===== src/rtl/write_back_pipe.sv =====
// write_back_pipe: registered write-back stage between memory stage and register file.
// Selects the destination value (ALU / load / link PC / upper immediate) and extracts
// and extends load lanes. Stalls upstream while late load data is outstanding.
// Counts retired instructions.
// Ports:
//   clk, rst_n          clock, async active-low reset
//   in_valid/in_ready   upstream handshake
//   in_sel, in_rd, in_rd_we, in_alu, in_pc_link, in_uimm,
//   in_ld_funct3, in_ld_off   instruction fields
//   mem_rvalid, mem_rdata     load return data
//   rf_we, rf_waddr, rf_wdata register-file write port
//   ld_err, retire_cnt        error pulse, retire counter
module write_back_pipe #(
    parameter int XLEN  = 32,
    parameter int AW    = 5,
    parameter int CNT_W = 64,
    parameter int OW    = $clog2(XLEN/8)
) (
    input  logic             clk,
    input  logic             rst_n,
    input  logic             in_valid,
    output logic             in_ready,
    input  logic [1:0]       in_sel,
    input  logic [AW-1:0]    in_rd,
    input  logic             in_rd_we,
    input  logic [XLEN-1:0]  in_alu,
    input  logic [XLEN-1:0]  in_pc_link,
    input  logic [XLEN-1:0]  in_uimm,
    input  logic [2:0]       in_ld_funct3,
    input  logic [OW-1:0]    in_ld_off,
    input  logic             mem_rvalid,
    input  logic [XLEN-1:0]  mem_rdata,
    output logic             rf_we,
    output logic [AW-1:0]    rf_waddr,
    output logic [XLEN-1:0]  rf_wdata,
    output logic             ld_err,
    output logic [CNT_W-1:0] retire_cnt
);

    localparam logic [0:0] S_IDLE = 1'b0;
    localparam logic [0:0] S_WAIT = 1'b1;

    logic [0:0]      r_state;
    logic [AW-1:0]   r_rd;
    logic            r_rd_we;
    logic [2:0]      r_f3;
    logic [OW-1:0]   r_off;

    logic            r_rf_we;
    logic [AW-1:0]   r_rf_waddr;
    logic [XLEN-1:0] r_rf_wdata;
    logic            r_ld_err;
    logic [CNT_W-1:0] r_cnt;

    logic            w_wait;
    logic [1:0]      w_sel;
    logic [AW-1:0]   w_rd;
    logic            w_rd_we;
    logic [2:0]      w_f3;
    logic [OW-1:0]   w_off;
    logic            w_commit;
    logic            w_go_wait;
    logic [XLEN-1:0] w_lane;
    logic [XLEN-1:0] w_up;
    logic [6:0]      w_sh;
    logic [XLEN-1:0] w_ld_data;
    logic            w_mis;
    logic            w_unsup;
    logic            w_err;
    logic [XLEN-1:0] w_val;

    assign w_wait   = (r_state == S_WAIT);
    assign in_ready = (r_state == S_IDLE);

    // In WAIT the pending load's latched fields drive the datapath.
    assign w_sel   = w_wait ? 2'b01   : in_sel;
    assign w_rd    = w_wait ? r_rd    : in_rd;
    assign w_rd_we = w_wait ? r_rd_we : in_rd_we;
    assign w_f3    = w_wait ? r_f3    : in_ld_funct3;
    assign w_off   = w_wait ? r_off   : in_ld_off;

    assign w_commit = w_wait ? mem_rvalid
                    : (in_valid && ((in_sel != 2'b01) || mem_rvalid));
    assign w_go_wait = !w_wait && in_valid && (in_sel == 2'b01) && !mem_rvalid;

    assign w_lane = mem_rdata >> {w_off, 3'b000};

    // Extension by shifting the lane to the top, then shifting back
    // logically (unsigned) or arithmetically (signed).
    always_comb begin
        w_sh    = 7'd0;
        w_mis   = 1'b0;
        w_unsup = 1'b0;
        unique case (w_f3[1:0])
            2'b00: w_sh = 7'(XLEN - 8);
            2'b01: begin
                w_sh  = 7'(XLEN - 16);
                w_mis = w_off[0];
            end
            2'b10: begin
                w_sh  = 7'(XLEN - 32);
                w_mis = (w_off[1:0] != 2'b00);
            end
            2'b11: begin
                w_sh    = 7'd0;
                w_mis   = (w_off != '0);
                w_unsup = (XLEN == 32);
            end
        endcase
        if (w_f3 == 3'b111) w_unsup = 1'b1;
        if ((XLEN == 32) && (w_f3 == 3'b110)) w_unsup = 1'b1;
    end

    assign w_up      = w_lane << w_sh;
    assign w_ld_data = w_f3[2] ? (w_up >> w_sh)
                               : $unsigned($signed(w_up) >>> w_sh);
    assign w_err     = (w_sel == 2'b01) && (w_mis || w_unsup);

    always_comb begin
        w_val = in_alu;
        unique case (1'b1)
            (w_sel == 2'b00): w_val = in_alu;
            (w_sel == 2'b01): w_val = w_ld_data;
            (w_sel == 2'b10): w_val = in_pc_link;
            (w_sel == 2'b11): w_val = in_uimm;
        endcase
    end

    always_ff @(posedge clk or negedge rst_n) begin
        if (!rst_n) begin
            r_state    <= S_IDLE;
            r_rd       <= '0;
            r_rd_we    <= 1'b0;
            r_f3       <= '0;
            r_off      <= '0;
            r_rf_we    <= 1'b0;
            r_rf_waddr <= '0;
            r_rf_wdata <= '0;
            r_ld_err   <= 1'b0;
            r_cnt      <= '0;
        end else begin
            r_rf_we  <= w_commit && w_rd_we && (w_rd != '0) && !w_err;
            r_ld_err <= w_commit && w_err;
            if (w_commit) begin
                r_rf_waddr <= w_rd;
                r_rf_wdata <= w_err ? '0 : w_val;
                r_cnt      <= r_cnt + CNT_W'(1);
            end
            if (w_go_wait) begin
                r_state <= S_WAIT;
                r_rd    <= in_rd;
                r_rd_we <= in_rd_we;
                r_f3    <= in_ld_funct3;
                r_off   <= in_ld_off;
            end else if (w_wait && mem_rvalid) begin
                r_state <= S_IDLE;
            end
        end
    end

    assign rf_we      = r_rf_we;
    assign rf_waddr   = r_rf_waddr;
    assign rf_wdata   = r_rf_wdata;
    assign ld_err     = r_ld_err;
    assign retire_cnt = r_cnt;

endmodule

===== config.mk =====
export PLATFORM = sky130hd
export DESIGN_NAME = write_back_pipe
export DESIGN_NICKNAME = d
export VERILOG_FILES = /design/src/rtl/write_back_pipe.sv
export SDC_FILE = /design/constraint.sdc
export NUM_CORES = 1
export LEC_CHECK = 0
export ABC_AREA = 1
export BUFFER_PORTS_ARGS = -buffer_cell sky130_fd_sc_hd__buf_2
export CORE_MARGIN = 8
export CORE_UTILIZATION = 45
export DETAILED_ROUTE_END_ITERATION = 16
export MAX_ROUTING_LAYER = met4
export PLACE_DENSITY = 0.78
export SLEW_MARGIN = 20
export SYNTH_ARGS = -nofsm -noshare
export SYNTH_HDL_FRONTEND = slang
export SYNTH_SLANG_ARGS = --single-unit

===== constraint.sdc =====
create_clock -name clk -period 2.15 [get_ports clk]
set_input_delay 0.215 -clock clk [delete_from_list [all_inputs] [get_ports clk]]
set_output_delay 0.215 -clock clk [all_outputs]
set_load 0.005 [all_outputs]

# Word level (Yosys, flattened, before mapping)
# Cells that the tools add are included.
[classes] addsub=1 n_eq_ne=10 bitwise_logic=1 n_reduce_logical=21 mux=16 n_shift=4
[op_table] operator="$pmux 32 s4" count=1
[op_table] operator="$add 64x1->64 const B" count=1
[op_table] operator="$mux 32" count=2
[op_table] operator="$shl 32x7->32" count=1
[op_table] operator="$shr 32x5->32" count=1
[op_table] operator="$shr 32x7->32" count=1
[op_table] operator="$sshr 32x7->32" count=1
[op_table] operator="$pmux 7 s3" count=1
[op_table] operator="$logic_and 1x1->1" count=10
[op_table] operator="$eq 2x2->1 const B" count=4
[op_table] operator="$mux 1" count=7
[op_table] operator="$eq 2x1->1 const B" count=3
[op_table] operator="$eq 3x3->1 const B" count=2
[op_table] operator="$mux 5" count=1
[op_table] operator="$reduce_bool 5->1" count=1
[op_table] operator="$logic_not 2->1" count=2
[op_table] operator="$mux 2" count=2
[op_table] operator="$reduce_bool 2->1" count=2
[op_table] operator="$logic_not 1->1" count=3
[op_table] operator="$mux 3" count=1
[op_table] operator="$logic_or 1x1->1" count=2
[op_table] operator="$ne 2x1->1 const B" count=1
[op_table] operator="$pmux 1 s2" count=1
[op_table] operator="$reduce_or 2->1" count=1
[op_table] operator="$not 1->1" count=1
[totals] reg_bits=115 output_inout_bits=104 wordCells=63 inputBits=145

# Logic depth before layout (Yosys ltp)
[depth] word_depth=9 mapped_depth=14 ltp_nobuf=13

# Least setup slack after synthesis
# No wires, ideal clock.
[synth_timing] kind="reg2reg" startpoint="register r_cnt[1] (netlist: retire_cnt[1])" endpoint="register r_cnt[54] (netlist: retire_cnt[54])" period_less_slack_ps=1793 n_path_buf=0 arrival_time_ps=1660 setup_slack_ps=357 path_stages_with_launch=11 setup_ps=133 required_ps=2017 cell_sequence="dfrtp_1 > ha_1 > nand3_1 > nor2_1 > inv_1 > nor3_1 > nand3_1 > nand2_1 > nand2_1 > nand2_1 > o21ai_0"
[synth_via] elab_chain_len=1
[synth_lines] element="start: declaration" line="53" rtl="logic [CNT_W-1:0] r_cnt;"
[synth_lines] element="start signal: assignment" line="147" rtl="r_cnt <= r_cnt + CNT_W'(1);"
[synth_lines] element="$add 64x1->64" line="147"
# Every way passes these cells.
# A chain may end at the register's enable or synchronous reset.

# Worst setup path after layout
[layout_timing] startpoint="register r_state" endpoint="register r_rf_wdata[23] (netlist: rf_wdata[23])"
[layout_via] elab_chain_len=9 elab_cells_between_ends=30 cone_classes="eq/ne: 8; shift: 4; mux: 12; reduce/logical: 6"
[layout_lines] element="start: declaration" line="43" rtl="logic [0:0] r_state;"
[layout_lines] element="start signal: assignment" line="131" rtl="r_state <= S_IDLE;"
[layout_lines] element="start signal: assignment" line="150" rtl="r_state <= S_WAIT;"
[layout_lines] element="start signal: assignment" line="156" rtl="r_state <= S_IDLE;"
[layout_lines] element="$mux 3" line="79" rtl="assign w_f3 = w_wait ? r_f3 : in_ld_funct3;"
[layout_lines] element="$eq 2x2->1" line="94" rtl="unique case (w_f3[1:0])"
[layout_lines] element="$reduce_or 2->1 (no line)"
[layout_lines] element="$pmux 7 s3" line="94"
[layout_lines] element="$shl 32x7->32" line="114" rtl="assign w_up = w_lane << w_sh;"
[layout_lines] element="$sshr 32x7->32 / $shr 32x7->32 (equally long branches)" line="116, 115"
[layout_lines] element="$mux 32" line="115" rtl="assign w_ld_data = w_f3[2] ? (w_up >> w_sh)"
[layout_lines] element="$pmux 32 s4" line="121" rtl="unique case (1'b1)"
[layout_lines] element="$mux 32" line="146" rtl="r_rf_wdata <= w_err ? '0 : w_val;"
[layout_lines] element="end signal: assignment" line="146"
[layout_lines] element="end: declaration" line="51" rtl="logic [XLEN-1:0] r_rf_wdata;"
# Parallel ways exist; a longest one is shown, timed or not. The select of a mux whose other input is x is not followed.

==> impl_results.md <==
- Status: finished, final reports clean
- First-pass GRT wire length: roughly 47000 µm
- Power density over cell area: about 750 nW/µm²
- NetSw: about 2.6 mW
- Fin Hold WS: roughly 4.7 ps
- Largest family of logic cells by synthesized area: simple AND/OR/NAND/NOR gates
- Syn nets: 1337
- Clock H-tree levels: 4
- Xor/xnor share of the synthesized area: under 10%
- Initial detailed-routing violation count: ~600
- RSZ-0062 raised after global routing: true
- Top Family by Delay on Critical Path: simple AND/OR/NAND/NOR gates
- Drt via density: between 5 and 6
- Post-synthesis mux area share: 0%
- Yosys warnings: 0
- Post-Synth Simple-Gate Area: a little over two fifths
- Worst slack at placement: just under 80 ps
- Clk buf depth: 2
- Synthesis-to-layout area growth: 28.6%
- Die area: approximately 22000 µm²
- Starting Density: roughly 46%
- Post-synthesis adder-cell area fraction: less than 1%
- Final min period: between 2000 and 2500 ps
- Sequential share of the synthesized area: around 37%
- Clk pin slew, worst setup/hold paths: around 60 ps
- Crit path max fanout: 9
- Post-route cell area: 10100 µm²
- Synth Instances: ~1200
- P_int: ~5 mW
- Final wirelength: between 30000 and 40000 µm
- CP Capture Type: flop
- Fillers: ~1700
- Sequential share of power: about 38%
- Clk pwr share: 37.8%
- Req. time, crit path: ~2500 ps
- ANT nets after route: 0
- IO Pins: about 250
- Syn avg cell area: 6.56 µm²
- Via count: slightly below 9000
- WP data arrival: roughly 2300 ps
- Slew Limit Fails: 0
- Clock Sinks: 115
- WS Path Type: reg -> reg
- Final non-filler cell total: 1687
- Number of global-route vias before repair: 8941
- Crit path cell chain: buf_4 -> nor2_2 -> nand2_1 -> clkinv_1 -> a221oi_1 -> nand2_1 -> nand2_1 -> nand2_1
- Initial antenna violation count: 1
- CTS Root Cell: clkbuf_16
- Placed Cells: around 1700
- Area of the mapped netlist: about 8000 µm²
- Fmax: 498 MHz
- Max IR drop VDD: about 0.00057 V
- Logic pwr share: about a quarter
- Worst Skew: between 10 and 15 ps
- Final worst slack: 142 ps
- Final setup violation count: 0
- DRC viols: 0
- Routability cong.: between 1 and 1.5
- Crit-path most repeated cell: nand2_1
- Clock latency on the worst-skew pair: around 420 ps
- Total grt overflow: 0
- # Max-Cap Violations: 0
- Worst Max-Slew Pin Slew: between 500 and 600 ps
- Critical Path Source Type: flop
- WL met1: ~12000 µm
- Layout cells sized above 1: about a quarter
- Max stage delay on crit path: between 400 and 500 ps
- Placed instance area: between 9000 and 10000 µm²
- Final Hold Viols: 0
- Hold/Removal Path Class: in -> reg
- # nets final: approximately 1600
- WP buf/inv: 2
- Pin count of the biggest net entering global routing: 54
- Drt wl/cell: between 15 and 20 µm
- Period utilization: between 90 and 100%
- Leak pwr: around 5.4 nW
- Slew margin rel.: 62.0%
- Cell Rows: between 40 and 50
- CP max stage cell: a221oi_1
- Compound-Gate Fraction of Synth Area: between 7 and 8%
- Yosys cell types: 40
- Drt first pass iters: 7
- Max layer used: met4
- Die Y: roughly 150 µm
- TritonCTS buffer count: 17
- HPWL Detailed: between 20000 and 25000 µm
- IO Port Bufs: roughly 250
- Die Width: between 100 and 150 µm
- Register bit total from synthesis: 115
- Switching share of total power: approximately a third
- CTS tree: built
- Met3 routed WL: around 1900 µm
- GRT Total Usage: between 20% and 30%
- Core Region: between 15000 and 20000 µm²
- Fin Setup TNS: 0 ps
- Met2 WL: 15200 µm
[layout by cell type (no fill, tap or decap), types with 2 or more instances in the layout]
cell type	Yosys	routed
nand2_1	446	446
buf_2	10	247
nor2_1	141	140
dfrtp_1	115	115
inv_1	112	112
nand3_1	88	88
o21ai_0	60	60
xor2_1	33	33
nand4_1	29	29
nor3_1	26	25
buf_4	3	24
clkbuf_16	0	17
xnor2_1	13	13
a22oi_1	12	12
o211ai_1	12	12
nor2_2	11	10
nand2_2	8	8
nand3b_1	6	6
a221oi_1	6	6
o21ai_1	6	5
nor2_4	3	5
clkinvlp_4	0	4
clkinv_4	0	4
inv_2	3	3
o21ai_2	2	3
inv_6	0	3
buf_12	0	3
diode_2	0	2
nand2_4	2	2
nand3_2	3	2
nor3_4	2	2
nor3_2	1	2
and2_1	2	2
bufinv_16	0	2
[cells in the mapped netlist (all sizes together)]
master | n | share of area [%]
a211oi | 1 | 0.16
a21oi | 1 | 0.064
a221oi | 6 | 0.67
a22oi | 12 | 1.2
and2 | 2 | 0.16
and3 | 1 | 0.080
buf | 17 | 1.2
clkbuf | 22 | 1.1
clkinv | 2 | 0.11
dfrtp | 115 | 37
ha | 1 | 0.16
inv | 115 | 5.5
nand2 | 456 | 22
nand3 | 91 | 6.0
nand3b | 6 | 0.58
nand4 | 30 | 2.5
nor2 | 155 | 8.1
nor3 | 29 | 2.2
nor4 | 2 | 0.24
o211ai | 12 | 1.2
o21ai | 68 | 4.5
or2 | 1 | 0.080
xnor2 | 13 | 1.5
xor2 | 33 | 3.7
[flip-flops by register name, summed over array words and instances, names as in the netlist]
signal      flops
ld_err          1
r_f3            3
r_off           2
r_rd            5
r_rd_we         1
r_state         1
retire_cnt     64
rf_waddr        5
rf_wdata       32
rf_we           1
[worst paths after layout]
check | cells after the start | end | startpoint | slack, ps
max in group asynchronous | 3 | rf_wdata[30] | rst_n | 1100
worst max register to register | 8 | rf_wdata[23] | r_state | 140
worst min-delay path | 2 | r_state | mem_rvalid | 5
worst min register to register | 2 | rf_wdata[31] | rf_wdata[31] | 470
min in group asynchronous | 2 | retire_cnt[9] | rst_n | 340
worst max-delay path | 8 | rf_wdata[23] | r_state | 140
[power by group through the flow]
stage / Clock (mW) / Combinational [mW] / Sequential (mW)
6_report: 2.86 / 1.87 / 2.85
5_1_grt: 3.00 / 2.08 / 2.89
3_5_place_dp: 0 / 1.87 / 2.87
3_3_place_gp: 0 / 1.83 / 2.87
2_1_floorplan: 0 / 0.955 / 2.82
4_1_cts: 2.88 / 1.88 / 2.84
[metal layers]
| layer | track usage (%) | vias up |
|---|---|---|
| met1 | 32.3 | 4059 |
| met2 | 48.9 | 370 |
| li1 | - | 4311 |
| met3 | 5.29 | 58 |
| met4 | 10.7 | 0 |
| met5 | - | - |
[area by class of cell]
class	count	area [µm²]	area share, %
inverter	117	440	4.38
clock inverter	13	151	1.51
tap	225	282	2.80
sequential	115	2880	28.6
antenna	2	5.00	0.0498
timing repair buffer	276	1500	14.9
multi-input combinational	920	4360	43.3
clock buffer	19	443	4.41
[stage by stage]
step           util [%]  power, mW
2_1_floorplan         -       3.77
3_3_place_gp       54.9       4.70
3_5_place_dp       54.9       4.74
4_1_cts            58.4       7.60
5_1_grt            58.7       7.98
6_report           58.7       7.58
[what timing repair did]
item                                   CTS  global route
endpoints found under the hold margin   39             0
buffers inserted                         0             1
hold buffers                             1             0
gates resized for setup                  0             8
setup endpoints to repair                0            32
[cell families after synthesis]
kind of cell / Yosys count
AND/OR/NAND/NOR: 773
buffers and inverters: 156
XOR/XNOR: 46
flip-flops: 115
adder cells (fa/ha/maj): 1
AO/OA/AOI/OAI: 100
(Power assumes the default switching activity.)
